## config.mk

```make
export PLATFORM = sky130hd
export DESIGN_NAME = axi4_lite_arbiter
export DESIGN_NICKNAME = d
export VERILOG_FILES = /design/src/rtl/axi4_lite_arbiter_pkg.sv /design/src/rtl/axi4_lite_arbiter_rr.sv /design/src/rtl/axi4_lite_arbiter.sv
export SDC_FILE = /design/constraint.sdc
export NUM_CORES = 1
export LEC_CHECK = 0
export CELL_PAD_IN_SITES_DETAIL_PLACEMENT = 1
export CELL_PAD_IN_SITES_GLOBAL_PLACEMENT = 1
export CORE_MARGIN = 3
export CORE_UTILIZATION = 33
export DETAILED_ROUTE_END_ITERATION = 7
export GPL_TIMING_DRIVEN = 0
export MAX_ROUTING_LAYER = met4
export PLACE_DENSITY = 0.95
export SLEW_MARGIN = 10
export SYNTH_ARGS = -nofsm -noshare
export SYNTH_HDL_FRONTEND = slang
export SYNTH_SLANG_ARGS = --single-unit
```

## constraint.sdc

```tcl
create_clock -name clk -period 6.91 [get_ports clk]
set_input_delay 1.382 -clock clk [delete_from_list [all_inputs] [get_ports clk]]
set_output_delay 1.382 -clock clk [all_outputs]
set_load 0.1 [all_outputs]
```

## src/rtl/axi4_lite_arbiter_pkg.sv

```systemverilog
// Shared AXI4-Lite arbiter types: FSM states, response codes, master ids, latched transaction.
package axi4_lite_arbiter_pkg;

    localparam int unsigned ADDR_W = 32;
    localparam int unsigned DATA_W = 32;
    localparam int unsigned RESP_W = 2;
    localparam int unsigned CNT_W  = 8;

    localparam logic [RESP_W-1:0] RESP_OKAY   = 2'b00;
    localparam logic [RESP_W-1:0] RESP_SLVERR = 2'b10;
    localparam logic [RESP_W-1:0] RESP_DECERR = 2'b11;

    typedef enum logic [1:0] {
        ST_IDLE = 2'd0,
        ST_REQ  = 2'd1,
        ST_WAIT = 2'd2,
        ST_RESP = 2'd3
    } state_t;

    // Master id: m0 is the IFU (read-only), m1 is the LSU.
    typedef enum logic {
        MID_M0 = 1'b0,
        MID_M1 = 1'b1
    } mid_t;

    typedef struct packed {
        mid_t              id;
        logic              is_write;
        logic [ADDR_W-1:0] addr;
        logic [DATA_W-1:0] data;
    } txn_t;

endpackage

```

## src/rtl/axi4_lite_arbiter_rr.sv

```systemverilog
// Two-way round-robin grant: on a tie, grant the requester that was not granted last.
module rr_arb2 (
    input  logic [1:0] req,
    input  logic       last,
    output logic [1:0] grant
);

    // One-hot grant; last=1 means m1 was granted most recently.
    always_comb begin
        grant = 2'b00;
        case (req)
            2'b01:   grant = 2'b01;
            2'b10:   grant = 2'b10;
            2'b11:   grant = last ? 2'b01 : 2'b10;
            default: grant = 2'b00;
        endcase
    end

endmodule

```

## src/rtl/axi4_lite_arbiter.sv

```systemverilog
// Two-master, one-slave AXI4-Lite arbiter with a single outstanding transaction and response timeout.
module axi4_lite_arbiter
    import axi4_lite_arbiter_pkg::*;
#(
    parameter int unsigned TIMEOUT = 16
) (
    input  logic              clk,
    input  logic              resetn,
    // master 0 (IFU) read
    input  logic              m0_arvalid,
    input  logic [ADDR_W-1:0] m0_araddr,
    output logic              m0_arready,
    output logic              m0_rvalid,
    output logic [DATA_W-1:0] m0_rdata,
    output logic [RESP_W-1:0] m0_rresp,
    // master 1 (LSU) read/write
    input  logic              m1_arvalid,
    input  logic [ADDR_W-1:0] m1_araddr,
    input  logic              m1_awvalid,
    input  logic [ADDR_W-1:0] m1_awaddr,
    input  logic              m1_wvalid,
    input  logic [DATA_W-1:0] m1_wdata,
    output logic              m1_arready,
    output logic              m1_awready,
    output logic              m1_rvalid,
    output logic [DATA_W-1:0] m1_rdata,
    output logic [RESP_W-1:0] m1_rresp,
    output logic              m1_bvalid,
    output logic [RESP_W-1:0] m1_bresp,
    // shared slave
    output logic              s_arvalid,
    output logic [ADDR_W-1:0] s_araddr,
    output logic              s_awvalid,
    output logic [ADDR_W-1:0] s_awaddr,
    output logic              s_wvalid,
    output logic [DATA_W-1:0] s_wdata,
    input  logic              s_rvalid,
    input  logic [DATA_W-1:0] s_rdata,
    input  logic [RESP_W-1:0] s_rresp,
    input  logic              s_bvalid,
    input  logic [RESP_W-1:0] s_bresp
);

    state_t            state_q, state_d;
    txn_t              txn_q, txn_d;
    mid_t              last_q;
    logic [CNT_W-1:0]  cnt_q;
    logic [1:0]        req, grant;
    logic              m1_wr_cand;
    logic              take;
    logic              rsp_hit;
    logic              timeout_hit;
    logic              rsp_load;
    logic [DATA_W-1:0] rsp_data;
    logic [RESP_W-1:0] rsp_code;

    // m1 candidate: a complete write beats a read.
    assign m1_wr_cand = m1_awvalid & m1_wvalid;
    assign req        = {m1_wr_cand | m1_arvalid, m0_arvalid};

    rr_arb2 u_rr_arb2 (
        .req   (req),
        .last  (last_q == MID_M1),
        .grant (grant)
    );

    // Only the response channel matching the outstanding kind counts.
    assign rsp_hit  = txn_q.is_write ? s_bvalid : s_rvalid;
    assign rsp_load = (state_d == ST_RESP) && (state_q != ST_RESP);
    assign rsp_data = timeout_hit ? '0 : s_rdata;
    assign rsp_code = timeout_hit ? RESP_DECERR : (txn_q.is_write ? s_bresp : s_rresp);

    // State register.
    always_ff @(posedge clk or negedge resetn) begin
        if (!resetn) begin
            state_q <= ST_IDLE;
        end else begin
            state_q <= state_d;
        end
    end

    // Next state, grant capture and same-cycle acceptance pulses (ready gated off while in reset).
    always_comb begin
        state_d     = state_q;
        txn_d       = txn_q;
        take        = 1'b0;
        timeout_hit = 1'b0;
        m0_arready  = 1'b0;
        m1_arready  = 1'b0;
        m1_awready  = 1'b0;
        case (state_q)
            ST_IDLE: begin
                if (resetn && (grant != 2'b00)) begin
                    take    = 1'b1;
                    state_d = ST_REQ;
                    if (grant[0]) begin
                        m0_arready     = 1'b1;
                        txn_d.id       = MID_M0;
                        txn_d.is_write = 1'b0;
                        txn_d.addr     = m0_araddr;
                        txn_d.data     = '0;
                    end else if (m1_wr_cand) begin
                        m1_awready     = 1'b1;
                        txn_d.id       = MID_M1;
                        txn_d.is_write = 1'b1;
                        txn_d.addr     = m1_awaddr;
                        txn_d.data     = m1_wdata;
                    end else begin
                        m1_arready     = 1'b1;
                        txn_d.id       = MID_M1;
                        txn_d.is_write = 1'b0;
                        txn_d.addr     = m1_araddr;
                        txn_d.data     = '0;
                    end
                end
            end
            ST_REQ: begin
                state_d = rsp_hit ? ST_RESP : ST_WAIT;
            end
            ST_WAIT: begin
                if (rsp_hit) begin
                    state_d = ST_RESP;
                end else if (cnt_q == CNT_W'(TIMEOUT - 1)) begin
                    state_d     = ST_RESP;
                    timeout_hit = 1'b1;
                end
            end
            ST_RESP: begin
                state_d = ST_IDLE;
            end
            default: begin
                state_d = ST_IDLE;
            end
        endcase
    end

    // Transaction latch, round-robin history, wait counter and slave request outputs.
    always_ff @(posedge clk or negedge resetn) begin
        if (!resetn) begin
            txn_q     <= '0;
            last_q    <= MID_M1;
            cnt_q     <= '0;
            s_arvalid <= 1'b0;
            s_awvalid <= 1'b0;
            s_wvalid  <= 1'b0;
            s_araddr  <= '0;
            s_awaddr  <= '0;
            s_wdata   <= '0;
        end else begin
            txn_q     <= txn_d;
            s_arvalid <= take & ~txn_d.is_write;
            s_awvalid <= take & txn_d.is_write;
            s_wvalid  <= take & txn_d.is_write;
            if (take) begin
                last_q   <= txn_d.id;
                cnt_q    <= '0;
                s_araddr <= txn_d.addr;
                s_awaddr <= txn_d.addr;
                s_wdata  <= txn_d.data;
            end else if (state_q == ST_WAIT) begin
                cnt_q <= cnt_q + CNT_W'(1);
            end
        end
    end

    // Master responses: one-cycle valid to the owner; data/resp hold between responses.
    always_ff @(posedge clk or negedge resetn) begin
        if (!resetn) begin
            m0_rvalid <= 1'b0;
            m0_rdata  <= '0;
            m0_rresp  <= '0;
            m1_rvalid <= 1'b0;
            m1_rdata  <= '0;
            m1_rresp  <= '0;
            m1_bvalid <= 1'b0;
            m1_bresp  <= '0;
        end else begin
            m0_rvalid <= 1'b0;
            m1_rvalid <= 1'b0;
            m1_bvalid <= 1'b0;
            if (rsp_load) begin
                if (txn_q.is_write) begin
                    m1_bvalid <= 1'b1;
                    m1_bresp  <= rsp_code;
                end else if (txn_q.id == MID_M0) begin
                    m0_rvalid <= 1'b1;
                    m0_rdata  <= rsp_data;
                    m0_rresp  <= rsp_code;
                end else begin
                    m1_rvalid <= 1'b1;
                    m1_rdata  <= rsp_data;
                    m1_rresp  <= rsp_code;
                end
            end
        end
    end

endmodule

```

-- Word level (Yosys, flattened, before mapping)
Index checks and enable logic that the tools add are counted.
- register bits after elaboration: 216
- add/sub/neg operators: 1
- equal/unequal tests: 9
- muxes and demuxes: 41
- bitwise operators: 7
- reduce and logical (&&, ||, !) cells: 8
- operators with widths (cell ; number):
    66-bit 2-to-1 mux ; 3
    65-bit 2-to-1 mux ; 1
    32-bit 2-to-1 mux ; 1
    1-bit 2-to-1 mux ; 26
    8-bit 2-to-1 mux ; 2
    2-bit 2-to-1 mux ; 6
    2-bit equality test, second input constant ; 5
    8-bit by 1-bit adder with 8-bit output, second input constant ; 1
    8-bit by 4-bit equality test with 1-bit output, second input constant ; 1
    2-bit one-hot mux with 4 select lines ; 1
    2-bit one-hot mux with 3 select lines ; 1
    3-bit AND reduction ; 2
    2-bit by 1-bit equality test with 1-bit output, second input constant ; 2
    2-bit nonzero test ; 2
    1-bit bitwise AND ; 3
    1-bit NOT ; 3
    1-bit logical AND ; 2
    2-bit zero test ; 1
    2-bit != test, second input constant ; 1
    2-bit AND reduction ; 1
    1-bit OR ; 1

-- Longest topological paths before layout
- word-level depth: 11
- depth in mapped cells: 8

-- Cells and area by module
Synthesis repeated with hierarchy kept, for this count alone.
- cell total of the unflattened synthesis: 620
- area, all modules: 7734.9 sq um
- modules (own cells, without submodules) (module ; times used ; cells an instance ; area an instance (sq um) ; seq. area each (sq um)):
    axi4_lite_arbiter ; 1 ; 617 ; 7716.2 ; 4455.5
    rr_arb2 ; 1 ; 3 ; 18.8 ; 0.0

-- Worst setup path before layout
No wires, ideal clock.
- kind: input to output
- start point: input port m1_awvalid
- end point: output port m1_awready
- arrival time: 3098 ps
- setup slack: 2430 ps
- stages: 4
- path buffers: 2
- cells stage by stage: and2_1 -> clkbuf_1 -> buf_1 -> and2_1
- cells in the longest elaborated chain, start to end: 8
- ends and longest elaborated chain (what ; line ; RTL):
    start, declared ; axi4_lite_arbiter.sv:19 ; input logic m1_awvalid,
    1-bit bitwise AND * ; axi4_lite_arbiter.sv:58 ; assign m1_wr_cand = m1_awvalid & m1_wvalid;
    1-bit OR ; axi4_lite_arbiter.sv:59 ; assign req = {m1_wr_cand | m1_arvalid, m0_arvalid};
    2-bit equality test / 2-bit by 1-bit equality test with 1-bit output (equally long branches) ; axi4_lite_arbiter_rr.sv:11 ; case (req)
    2-bit one-hot mux with 3 select lines ; axi4_lite_arbiter_rr.sv:11 ;
    2-bit nonzero test ; axi4_lite_arbiter.sv:93 ; if (resetn && (grant != 2'b00)) begin
    1-bit logical AND ; axi4_lite_arbiter.sv:93 ;
    1-bit 2-to-1 mux * ; axi4_lite_arbiter.sv:93 ;
    1-bit 2-to-1 mux * ; axi4_lite_arbiter.sv:91 ; case (state_q)
    end, declared ; axi4_lite_arbiter.sv:24 ; output logic m1_awready,
Every way passes the cells marked *; elsewhere a longest branch is shown, timed or not.

-- Worst setup path after layout
- start point: input port resetn
- end point: output port m0_arready
- cells in the longest elaborated chain, start to end: 3
- ends and longest elaborated chain (what ; line ; RTL):
    start, declared ; axi4_lite_arbiter.sv:8 ; input logic resetn,
    1-bit logical AND ; axi4_lite_arbiter.sv:93 ;
    1-bit 2-to-1 mux ; axi4_lite_arbiter.sv:93 ;
    1-bit 2-to-1 mux ; axi4_lite_arbiter.sv:91 ;
    end, declared ; axi4_lite_arbiter.sv:12 ; output logic m0_arready,
No other way between the ends.

==> results.txt <==
The run finished with clean final reports. The final weighted congestion in routability-driven placement is 0.795. For the pin with the worst max-slew slack, the measured transition is 1.06 ns. Of the cells placed in the final design, the portion with a size suffix greater than 1 is 16.2%. Using the TritonRoute via totals, the vias-per-cell ratio works out to 4.83.

The overall die width was 151 um. The synthesized net count was 705; the via count of the first global-routing pass was 6465. The number of gates given a new drive strength after cts came out at 0. Broken down by cell family, the worst path's largest delay share belongs to buffers and inverters.

The placed instances occupy a cell area of 10800 um2. The hold buffer count at CTS is 0. STA puts the critical path data arrival time at 4.59 ns. The logs give 34.0% for the initial standard-cell utilization of the core and 4 for the detailed-router iteration count before antenna repair. Entering global routing, the biggest net connects 98 pins. For the remaining routing DRC violations, the log shows 0. Final critical-path required period: 5.97 ns.

The total area inside the core boundary comes to 20500 um2. The die covers 22900 um2. Number of buffer and inverter instances along the worst setup path: 5. The worst hold path belongs to the class flip-flop to flip-flop.

Input and output buffers added on the ports amount to 346. Setup repair after global routing left no endpoint under its margin. The highest-delay cell along the critical path is sky130_fd_sc_hd__clkdlybuf4s50_1.

Once the clock tree was built, the setup fixing pass inserted 0 buffers. The largest stage delay on the critical path is 1.24 ns. The first global-routing pass estimated 36.2 mm of wire.

The run gives 24.2 mm as the final wirelength. The critical setup path kind is input pin to output port. Setup violations remaining at the end of the flow were counted as 0. The tools report the clock sink count as 152. The number of warnings printed during yosys synthesis is 0. The floorplan has 52 rows.

The clock-pin transition on the worst setup and hold timing paths was 0.07 ns; the number of DRC violations after detailed-routing iteration 0 was 169. The final-report hold violation count is 0, and the filler cell count is 2107. The max-slew violation count is 0. Yosys attributes the largest share of cell area to sky130_fd_sc_hd__dfrtp_1 54%, sky130_fd_sc_hd__mux2_2 6.5%, sky130_fd_sc_hd__mux2_4 6.2%. The cell type with the largest total area after synthesis was sky130_fd_sc_hd__dfrtp_1. Pin placement for this block handled 347 I/O pins. Counting flops with a built-in enable in the synthesized netlist gives 0. For this run, asynchronously set or reset flops after synthesis account for 100%. The flip-flop and latch count after synthesis is 152. The tools report the total half-perimeter wirelength after legalization and detailed placement as 19.2 mm. The remaining number of nets flagged by the antenna check after routing was 0.

The total number of nets in the final design is 1071, and the sequential cell area fraction in the yosys report is 54.5%. Based on the critical path, the design can be clocked at up to 0.168 GHz. The signal on the critical path passes through buf_8 -> buf_16 -> o2111a_1 -> clkbuf_1 -> buf_1 -> clkdlybuf4s50_1.

The die span in y came out at 151 um. The number of buffers inserted during clock tree synthesis was 17. The largest driver fanout on the critical path works out to 97. Each instance of the synthesized netlist takes up on average 13.2 um2.

In this run the deepest clock path goes through 2 buffers. sky130_fd_sc_hd__dfrtp_1 is the most common cell in the netlist. The post-route standard cell area excluding fillers was 11400 um2; the max-cap violation count was 0. Timing analysis after detailed placement gives a worst setup slack of 0.889 ns.

The number of different library cells used by synthesis comes to 40. Synthesis handed over a netlist of 527 instances. STA puts the critical path data required time at 5.53 ns.

Summed over all failing endpoints, the final setup total negative slack is 0 ns. STA classifies the critical path endpoint as an output port. The total overflow left after global routing is 0. The number of antenna violations at the first check in global routing was 1; the worst slew slack as a fraction of its limit was 29.2%. Of the post-synthesis cell area, the dominant cell type holds 54.2%.

The clock tree synthesis step divided the H-tree into 4 levels. The startpoint type of the worst setup path was an input pin. The commonest cells after synthesis are 151 x sky130_fd_sc_hd__dfrtp_1, 40 x sky130_fd_sc_hd__mux2_2, 35 x sky130_fd_sc_hd__and2_1, 35 x sky130_fd_sc_hd__mux2i_1. In this run the cell area of the synthesized design comes to 6980 um2. On the final layout, the worst clock skew is 0.0117 ns.

The tools report the master cell of the clock root buffer as sky130_fd_sc_hd__clkbuf_16. Global routing used 21.3% of the available tracks. Dividing the final minimum period by the clock period gives 86.4%. The final worst setup slack came out at 0.942 ns.

Relative to the synthesized area, the layout overhead comes to 63.3%. At the later pin of the worst-skew pair, clock insertion delay measures 0.42 ns. The dominant register cell in the synthesized netlist was sky130_fd_sc_hd__dfrtp_1. The final route contains 5689 vias. The post-detailed-route wirelength per cell came out at 20.6 um. TritonCTS built the clock tree.
[metal layers]
layer / routed length (um) / track usage [%]
met5: 0 / -
met4: 542 / 5.76
met3: 1870 / 6.01
met2: 12600 / 37.8
met1: 9240 / 23.4
[sequential cells by signal, indices dropped and copies added (netlist names)]
register / count
cnt_q: 8
m1_rresp: 2
m0_rvalid: 1
s_wvalid: 1
m0_rdata: 32
last_q: 1
m1_rvalid: 1
s_arvalid: 1
s_wdata: 32
m1_rdata: 32
s_awaddr: 32
m1_bresp: 2
m0_rresp: 2
txn_q: 2
m1_bvalid: 1
state_q: 2
[worst paths after layout]
path                                          from                       end  slack, ns  cells past startpoint
min reg2reg                m0_rdata[5]$_DFFE_PN0P_   m0_rdata[5]$_DFFE_PN0P_       0.50                      1
max reg2reg                   cnt_q[0]$_DFFE_PN0P_  m1_rdata[17]$_DFFE_PN0P_       4.30                      7
min in group asynchronous                   resetn  m1_rdata[13]$_DFFE_PN0P_       0.89                      1
max                                         resetn                m0_arready       0.94                      6
min                        m0_rdata[5]$_DFFE_PN0P_   m0_rdata[5]$_DFFE_PN0P_       0.50                      1
max in group asynchronous                   resetn        last_q$_DFFE_PN1P_       5.15                      2
[cells in the final DEF, fill, tap and decap left out, types with 3 or more instances in the layout]
cell type | Yosys | routed
sky130_fd_sc_hd__dfrtp_1 | 151 | 151
sky130_fd_sc_hd__mux2_2 | 40 | 40
sky130_fd_sc_hd__nand4_1 | 3 | 3
sky130_fd_sc_hd__clkbuf_1 | 24 | 25
sky130_fd_sc_hd__mux2i_1 | 35 | 35
sky130_fd_sc_hd__buf_6 | 6 | 6
sky130_fd_sc_hd__a21oi_1 | 3 | 3
sky130_fd_sc_hd__inv_1 | 6 | 6
sky130_fd_sc_hd__buf_4 | 33 | 33
sky130_fd_sc_hd__or3_1 | 3 | 3
sky130_fd_sc_hd__mux2_4 | 29 | 29
sky130_fd_sc_hd__o2bb2ai_1 | 32 | 32
sky130_fd_sc_hd__a22o_1 | 32 | 32
sky130_fd_sc_hd__nand2_1 | 7 | 7
sky130_fd_sc_hd__and3_1 | 3 | 3
sky130_fd_sc_hd__ha_1 | 6 | 6
sky130_fd_sc_hd__buf_1 | 7 | 7
sky130_fd_sc_hd__clkdlybuf4s50_1 | 0 | 345
sky130_fd_sc_hd__xor2_1 | 4 | 4
sky130_fd_sc_hd__nor2_1 | 12 | 12
sky130_fd_sc_hd__clkbuf_16 | 0 | 17
sky130_fd_sc_hd__inv_6 | 0 | 6
sky130_fd_sc_hd__a21o_1 | 33 | 33
sky130_fd_sc_hd__and2_1 | 35 | 35
[area by class of cell]
class / count / area, um2 / share of cell area (%)
buffer: 71 / 437 / 3.83
clock inverter: 14 / 154 / 1.35
tap: 270 / 338 / 2.96
antenna: 1 / 2.50 / 0.0220
sequential: 152 / 3800 / 33.4
inverter: 6 / 22.5 / 0.198
timing repair buffer: 347 / 3500 / 30.7
multi-input combinational: 298 / 2710 / 23.8
clock buffer: 18 / 429 / 3.77
[worst reg2reg max path: stages, from the launching register on]
cell,delay (ns)
sky130_fd_sc_hd__dfrtp_1,0.38
sky130_fd_sc_hd__ha_1,0.22
sky130_fd_sc_hd__nand4b_1,0.11
sky130_fd_sc_hd__or4_4,0.46
sky130_fd_sc_hd__a2111oi_4,0.54
sky130_fd_sc_hd__nand3b_4,0.23
sky130_fd_sc_hd__buf_6,0.24
sky130_fd_sc_hd__mux2_4,0.31
[logic make-up after synthesis]
family          count (synthesis)  synth area share, %
compound gates                109                 13.0
simple gates                   72                 6.15
mux                           106                 18.0
buf+inv                        77                 6.58
xor+xnor                        5                0.628
flops                         152                 54.5
fa+ha+maj                       6                 1.08
[through the flow]
| step | utilization, % | std cells | hold WS, ns |
|---|---|---|---|
| finish | 55.6 | 1177 | 0.498 |
| global route | 55.6 | 1177 | 0.514 |
| CTS | 55.6 | 1176 | 0.502 |
| detailed placement | 52.8 | 1144 | 0.483 |
| global placement | 52.6 | 1143 | 0.475 |
| floorplan | - | 527 | 0.487 |
Power is left out: the tool's default activity adds up to more than one toggle a clock period on the data nets, which glitch-free logic cannot reach.
